--- src/rtl/irq_pkg.sv ---
// Shared definitions for the vectored interrupt controller: register offsets,
// controller state encoding and the default vector spacing.
package irq_pkg;

    localparam logic [2:0] REG_CTRL      = 3'd0;
    localparam logic [2:0] REG_ENABLE    = 3'd1;
    localparam logic [2:0] REG_TRIG      = 3'd2;
    localparam logic [2:0] REG_PENDING   = 3'd3;
    localparam logic [2:0] REG_INSERVICE = 3'd4;
    localparam logic [2:0] REG_VECBASE   = 3'd5;

    localparam int DEF_VEC_SHIFT = 2;

    typedef enum logic {
        IDLE = 1'b0,
        REQ  = 1'b1
    } irq_state_e;

endpackage

--- src/rtl/irq_prio_enc.sv ---
// Lowest-index-first priority encoder: reports whether any bit is set and the
// index of the lowest set bit (index 0 is the highest priority).
module irq_prio_enc #(
    parameter int N   = 8,
    parameter int IDW = (N > 1) ? $clog2(N) : 1
) (
    input  logic [N-1:0]   vec_i,
    output logic           valid_o,
    output logic [IDW-1:0] id_o
);

    always_comb begin
        valid_o = |vec_i;
        id_o    = '0;
        // Scan from the top so the lowest set index is the final assignment.
        for (int i = N - 1; i >= 0; i--) begin
            if (vec_i[i]) begin
                id_o = IDW'(i);
            end
        end
    end

endmodule

--- src/rtl/irq_ctrl.sv ---
// Eight-source vectored interrupt controller: latches interrupt lines, applies
// enable/trigger mode, issues one vectored request and tracks nested levels.
module irq_ctrl
    import irq_pkg::*;
#(
    parameter int CPU_WIDTH = 16,
    parameter int NUM_IRQ   = 8,
    parameter int VEC_SHIFT = DEF_VEC_SHIFT
) (
    input  logic                 clk,
    input  logic                 rst,
    input  logic [NUM_IRQ-1:0]   irq,
    input  logic                 cfg_sel,
    input  logic [2:0]           cfg_addr,
    input  logic                 cfg_we,
    input  logic [CPU_WIDTH-1:0] cfg_wdata,
    output logic [CPU_WIDTH-1:0] cfg_rdata,
    output logic                 irq_req,
    output logic [CPU_WIDTH-1:0] irq_vec,
    input  logic                 irq_ack,
    input  logic                 irq_ret
);

    localparam int IDW = (NUM_IRQ > 1) ? $clog2(NUM_IRQ) : 1;

    irq_state_e           state_q, state_d;
    logic                 gie_q, gie_d;
    logic [NUM_IRQ-1:0]   enable_q, enable_d;
    logic [NUM_IRQ-1:0]   trig_q, trig_d;
    logic [NUM_IRQ-1:0]   irq_q;
    logic [NUM_IRQ-1:0]   epend_q, epend_d;
    logic [NUM_IRQ-1:0]   insvc_q, insvc_d;
    logic [CPU_WIDTH-1:0] vecbase_q, vecbase_d;
    logic [CPU_WIDTH-1:0] vec_q, vec_d;
    logic [IDW-1:0]       id_q, id_d;

    logic [NUM_IRQ-1:0]   pending;
    logic [NUM_IRQ-1:0]   eligible;
    logic [NUM_IRQ-1:0]   edge_set;
    logic [NUM_IRQ-1:0]   svc_oh;
    logic                 cand_valid, svc_valid;
    logic [IDW-1:0]       cand_id, svc_id;
    logic                 can_issue;
    logic                 cfg_wr;
    logic                 ack_take;
    logic [CPU_WIDTH-1:0] id_ext;
    logic [CPU_WIDTH-1:0] vec_next;

    // Edge bits live in epend_q; level sources show the registered line directly.
    assign pending  = (epend_q & trig_q) | (irq_q & ~trig_q);
    assign eligible = gie_q ? (pending & enable_q & ~insvc_q) : '0;
    assign edge_set = irq & ~irq_q & trig_q;
    assign cfg_wr   = cfg_sel & cfg_we;
    assign ack_take = (state_q == REQ) & irq_ack;

    irq_prio_enc #(.N(NUM_IRQ), .IDW(IDW)) u_cand_enc (
        .vec_i   (eligible),
        .valid_o (cand_valid),
        .id_o    (cand_id)
    );

    irq_prio_enc #(.N(NUM_IRQ), .IDW(IDW)) u_svc_enc (
        .vec_i   (insvc_q),
        .valid_o (svc_valid),
        .id_o    (svc_id)
    );

    assign svc_oh    = svc_valid ? (NUM_IRQ'(1) << svc_id) : '0;
    assign can_issue = cand_valid & (~svc_valid | (cand_id < svc_id));
    assign id_ext    = CPU_WIDTH'(cand_id);
    assign vec_next  = vecbase_q + (id_ext << VEC_SHIFT);

    // Configuration registers, pending and in-service bookkeeping.
    always_comb begin
        gie_d     = gie_q;
        enable_d  = enable_q;
        trig_d    = trig_q;
        vecbase_d = vecbase_q;
        epend_d   = epend_q;
        insvc_d   = insvc_q & ~(irq_ret ? svc_oh : '0);
        if (ack_take) begin
            insvc_d[id_q] = 1'b1;
            epend_d[id_q] = 1'b0;
        end
        if (cfg_wr) begin
            case (cfg_addr)
                REG_CTRL:    gie_d     = cfg_wdata[0];
                REG_ENABLE:  enable_d  = cfg_wdata[NUM_IRQ-1:0];
                REG_TRIG:    trig_d    = cfg_wdata[NUM_IRQ-1:0];
                REG_PENDING: epend_d   = epend_d & ~cfg_wdata[NUM_IRQ-1:0];
                REG_VECBASE: vecbase_d = cfg_wdata;
                default:     ;
            endcase
        end
        // A fresh edge in the same cycle as a clear keeps the bit set.
        epend_d = (epend_d | edge_set) & trig_q;
    end

    // Handshake: irq_req stays high with irq_vec frozen from the cycle a
    // candidate is latched until the cycle irq_ack is sampled; it is never
    // withdrawn early, and at least one IDLE cycle separates requests.
    always_comb begin
        state_d = state_q;
        id_d    = id_q;
        vec_d   = vec_q;
        case (state_q)
            IDLE: begin
                if (can_issue) begin
                    id_d    = cand_id;
                    vec_d   = vec_next;
                    state_d = REQ;
                end
            end
            REQ: begin
                if (irq_ack) begin
                    state_d = IDLE;
                end
            end
            default: state_d = IDLE;
        endcase
    end

    always_ff @(posedge clk) begin
        if (rst) begin
            state_q   <= IDLE;
            gie_q     <= 1'b0;
            enable_q  <= '0;
            trig_q    <= '0;
            irq_q     <= '0;
            epend_q   <= '0;
            insvc_q   <= '0;
            vecbase_q <= '0;
            vec_q     <= '0;
            id_q      <= '0;
        end else begin
            state_q   <= state_d;
            gie_q     <= gie_d;
            enable_q  <= enable_d;
            trig_q    <= trig_d;
            irq_q     <= irq;
            epend_q   <= epend_d;
            insvc_q   <= insvc_d;
            vecbase_q <= vecbase_d;
            vec_q     <= vec_d;
            id_q      <= id_d;
        end
    end

    always_comb begin
        cfg_rdata = '0;
        if (cfg_sel) begin
            case (cfg_addr)
                REG_CTRL:      cfg_rdata = CPU_WIDTH'(gie_q);
                REG_ENABLE:    cfg_rdata = CPU_WIDTH'(enable_q);
                REG_TRIG:      cfg_rdata = CPU_WIDTH'(trig_q);
                REG_PENDING:   cfg_rdata = CPU_WIDTH'(pending);
                REG_INSERVICE: cfg_rdata = CPU_WIDTH'(insvc_q);
                REG_VECBASE:   cfg_rdata = vecbase_q;
                default:       cfg_rdata = '0;
            endcase
        end
    end

    assign irq_req = (state_q == REQ);
    assign irq_vec = vec_q;

endmodule

--- config.mk ---
export PLATFORM = sky130hd
export DESIGN_NAME = irq_ctrl
export DESIGN_NICKNAME = d
export VERILOG_FILES = /design/src/rtl/irq_pkg.sv /design/src/rtl/irq_prio_enc.sv /design/src/rtl/irq_ctrl.sv
export SDC_FILE = /design/constraint.sdc
export NUM_CORES = 1
export LEC_CHECK = 0
export CAP_MARGIN = 20
export CORE_UTILIZATION = 53
export DETAILED_ROUTE_END_ITERATION = 7
export PLACE_DENSITY = 0.88
export SYNTH_ARGS = -nofsm -noshare
export SYNTH_HDL_FRONTEND = slang
export SYNTH_SLANG_ARGS = --single-unit
--- constraint.sdc ---
create_clock -name clk -period 3.9 [get_ports clk]
set_input_delay 0.975 -clock clk [delete_from_list [all_inputs] [get_ports clk]]
set_output_delay 0.975 -clock clk [all_outputs]
set_load 0.03 [all_outputs]
* Word level (Yosys, flattened, before mapping)
Index checks and enable logic that the tools add are counted.
** Cells by class
- Add/sub/neg operators :: 1
- Order comparisons :: 3
- Equal/unequal tests :: 5
- Shifts and indexed selects :: 1
- Muxes and demuxes :: 30
- Bitwise gates (word level) :: 25
- Reductions and logical operators :: 9
** Operators with widths (number)
- 16-bit case mux with 6 select lines :: 1
- 8-bit AND :: 10
- 8-bit two-way mux :: 7
- 3-bit two-way mux :: 16
- 8-bit NOT :: 6
- 8-bit OR :: 3
- 16-bit by 5-bit adder with 16-bit output :: 1
- 16-bit two-way mux :: 1
- 8-bit OR reduction :: 2
- 2-bit AND reduction :: 5
- 1-bit by 3-bit << shifter with 8-bit output (first input constant) :: 1
- 3-bit by 2-bit == test with 1-bit output (second input constant) :: 2
- 3-bit == test (second input constant) :: 2
- 3-bit by 4-bit less-than comparator with 1-bit output (second input constant) :: 1
- 1-bit AND :: 3
- 1-bit demux with 3-bit select :: 1
- 3-bit by 1-bit == test with 1-bit output (second input constant) :: 1
- 3-bit by 1-bit greater-or-equal comparator with 1-bit output (second input constant) :: 1
- 3-bit logical NOT :: 1
- 3-bit less-than comparator :: 1
- 1-bit two-way mux :: 3
- 1-bit NOT :: 2
- 1-bit case mux with 2 select lines :: 1
- 1-bit logical AND :: 1
- 1-bit OR :: 1
** Storage, ports and cells
- Register bits after elaboration :: 77
- Output and inout port bits :: 33
- Logic and storage cells :: 84

* Depth between registers and ports, before layout
- Word-level depth :: 19
- Mapped depth :: 12
- Depth with buffers taken out :: 10

* By module
A second synthesis with hierarchy kept.
** Unflattened totals
- Cells, all modules :: 478
- Area, all modules :: 3976.3 um^2
** Modules (own cells, without submodules)
- irq_ctrl :: instances 1, cells each 452, area each 3813.7 um^2, seq. area each 1541.5 um^2
- irq_prio_enc :: instances 2, cells each 13, area each 81.3 um^2, seq. area each 0.0 um^2

* Least setup slack after synthesis
Ideal clock, no wire load.
- Path type :: in2out
- Start :: input cfg_addr[2]
- End :: output cfg_rdata[1]
- Data arrival time :: 2.318 ns
- Required time :: 2.925 ns
- Path slack :: 0.607 ns
- Cell stages on the path :: 6
- Buffers on the path :: 2
- Cells stage by stage :: clkbuf_1 -> clkbuf_1 -> nand2b_1 -> nor2_1 -> a21oi_1 -> a21oi_1
** On the way
- Cells in the longest elaborated chain, start to end :: 3
** Ends and longest elaborated chain
- start: declaration :: line irq_ctrl.sv:14 : input logic [2:0] cfg_addr,
- 3-bit == test (tied with other cells) :: line irq_ctrl.sv:152 : case (cfg_addr)
- 16-bit case mux with 6 select lines * :: line irq_ctrl.sv:152
- 16-bit two-way mux * :: line irq_ctrl.sv:151 : if (cfg_sel) begin
- end: declaration :: line irq_ctrl.sv:17 : output logic [CPU_WIDTH-1:0] cfg_rdata,
Every way passes the cells marked *; elsewhere a longest branch is shown, timed or not.

* Worst setup path in the final report
- Start :: input cfg_addr[0]
- End :: output cfg_rdata[1]
Same word-level chain as after synthesis.

==> impl_metrics.ini <==
[clocking]
number_of_cts_inserted_buffers = 9
clock-sinks = 77
cts_resized = 0
clock_tree.root_cell = clkbuf_8
cts_setup_buffers = 0
cts_hold_repair.buffers = 0
tritoncts = built
worst_setup_hold_path_clk_slew_ns = 0.08
insertion_delay_ns = 0.36
clock_path_buffers = 2
h-tree-depth = 3

[critical_path]
worstRegToRegCells = 10
cpPeakStageDelay_ns = 0.55
crit_path_cell_trace = clkdlybuf4s50_1 -> buf_4 -> nand2_1 -> nor2_1 -> a22oi_1 -> a21oi_1 -> buf_4
crit_arrival_ns = 2.83
cpMostUsedCell = buf_4
timing.critical_path.from_type = primary input
crit_end_element = output pin
worstPathRequired_ns = 2.92
cp.depth = 7
path_delay_family = buffers and inverters
worstSetupPathType = in2out
critical-path-slowest-cell = clkdlybuf4s50_1
worstPathBufferInverterCount = 3
crit_path_max_fanout = 10

[placement]
dp_slack_ns = 0.133
post-dp-hpwl_mm = 8.00
place.gp.congestion = 0.925
placement.io_buffers = 65
dpl-instance-area_um2 = 4660
placed_cells = 635

[flow_run]
drv_cap = 0

[route]
totalWireLength_mm = 10.8
drt-vias-per-instance = 5.96
ant_nets = 0
iteration_count_of_the_initial_detailed_routing_pass = 5
initialDrtViolationCount = 292
routedWlPerCell_um = 16.6
drc = 0
route.vias.total = 3881

[synth]
synth.most_common_cell = dfxtp_1
netlist-cell-type-count = 53
post_synth_instance_area_um2 = 3960
synth_area_per_cell_um2 = 8.17
synthesis.nets = 523
synthFlopType = dfxtp_1
synth_top_cells_by_count = dfxtp_1 (77), a21oi_1 (65), nand2_1 (63)
synth_seq_cells = 77
synth.yosys.seq_area_share_pct = 38.9
number_of_warnings_issued_by_yosys = 0
dominant_cells_by_area_after_synthesis = dfxtp_1 (39%), a21oi_1 (8.2%), mux2i_1 (7.3%)
netlist.top_cell.by_area = dfxtp_1
async_reset_ff_share_pct = 0
synthesis.instances = 485
number_of_synthesized_flops_with_an_enable_pin = 0
synth_largest_type_area_fraction_pct = 38.9

[floorplan]
initial_utilization_pct = 54.6
chipWidth_um = 88.5
fp-row-count = 31
total_die_area_um2 = 7820
io-pin-count = 66
die_h_um = 88.5
design.core.area_um2 = 7250

[min_path]
timing.hold.worst_path_depth = 2
min-delay-path-class = reg2reg

[timing]
timing.max_slew.rel_slack_pct = 30.7
finClkSkew_ns = 0.0135
finalWorstSetupSlack_ns = 0.0988
setup_repair_after_global_routing_missed_its_margin = no
final-hold-violation-count = 0
worst_slew_pin_slew_ns = 1.03
holdWs_ns = 0.483
report.final.slew_viol_count = 0
timing.fmax_ghz = 0.263
setup-tns-final_ns = 0
min_period_over_period_pct = 97.5
finalSetupViolCount = 0
time_the_worst_path_needs_with_i_o_delays_and_setup_ns = 3.80

[pwr]
vdd_ir_drop_max_mv = 0.195
power-per-cell-area_nw_per_um2 = 300
design_power_total_mw = 1.45
p_leak_nw = 1.60

[finish]
layout_overhead_on_the_synthesized_area_pct = 22.0
postLayoutCoreUtil_pct = 66.6
drive_above_1_share_pct = 9.06
fill_cell_count = 644
fin_area_um2 = 4830
final_nets = 585
insertedDiodeCount = 0
finish.cell_count_without_fillers = 651

[global_routing]
grt_max_degree = 43
antenna_found_initial = 0
grt_first_pass_wirelength_mm = 17.1
first_global_vias = 3543
all_layer_gr_usage_pct = 28.6
overflow_left_after_global_routing = 0

[status]
run_status = finished clean
-- final timing paths --
| path | from | endpoint | slack, ns |
|---|---|---|---|
| setup / recovery | cfg_addr[0] | cfg_rdata[1] | 0.1 |
| hold / removal | irq_vec[0]$_SDFFE_PP0P_ | irq_vec[0]$_SDFFE_PP0P_ | 0.48 |
| setup reg to reg | trig_q[6]$_SDFFE_PP0P_ | irq_vec[8]$_SDFFE_PP0P_ | 0.45 |
| hold reg to reg | irq_vec[0]$_SDFFE_PP0P_ | irq_vec[0]$_SDFFE_PP0P_ | 0.48 |
-- registers in the layout (all words and copies together), names as in the netlist --
name / count
irq_vec: 16
vecbase_q: 16
gie_q: 1
enable_q: 8
id_q: 3
trig_q: 8
insvc_q: 8
epend_q: 8
irq_q: 8
irq_req: 1
-- cells in the final DEF (no fill, tap or decap), types with 5 or more instances in the layout --
cell type / n
dfxtp_1: 77
a21oi_1: 65
nand2_1: 63
clkdlybuf4s50_1: 49
nor2_1: 34
mux2i_1: 29
buf_4: 25
o21ai_0: 23
inv_1: 18
nor2b_1: 17
nand3_1: 13
a311oi_1: 11
or3_1: 10
nor3b_1: 9
clkbuf_8: 9
and2_1: 8
a32oi_1: 8
and3_1: 5
nand2b_1: 5
-- kinds of logic (layout without fill, tap and decap cells) --
logic type | Yosys count | count (layout) | share of synthesized area, %
buffers and inverters | 42 | 109 | 4.33
DFF | 77 | 77 | 38.9
and+or+nand+nor | 187 | 187 | 23.8
adders and majority gates | 7 | 7 | 2.34
xor gates and xnor gates | 3 | 3 | 0.663
AOI/OAI and AO/OA | 135 | 135 | 20.9
muxes | 34 | 34 | 9.03
-- worst min-delay path, delay by kind of cell, from the launching register on --
kind	cells	cell delay, ns
AOI/OAI and AO/OA	2	0.13
DFF	1	0.31
-- power breakdown --
part | internal (mW) | leakage, nW | switching, mW
registers | 0.795 | 0.623 | 0.00861
clock network | 0.232 | 0.0760 | 0.302
logic | 0.0528 | 0.901 | 0.0591
-- routing by layer --
| metal | routed length, µm | up-vias | global-route usage [%] |
|---|---|---|---|
| li1 | - | 1871 | - |
| met1 | 4490 | 1819 | 37.5 |
| met2 | 5290 | 169 | 46.9 |
| met3 | 843 | 22 | 5.22 |
| met4 | 187 | 0 | 10.9 |
| met5 | 0 | - | 0 |
-- final cells by class --
class / count / area [µm²] / area share, %
clock buffers: 11 / 131 / 2.72
inverters: 18 / 67.6 / 1.40
repair buffers: 75 / 683 / 14.1
multi-input cells: 366 / 2250 / 46.5
flip-flops and latches: 77 / 1540 / 31.9
clock inverters: 5 / 36.3 / 0.751
well taps: 99 / 124 / 2.56
(Power assumes the default switching activity.)
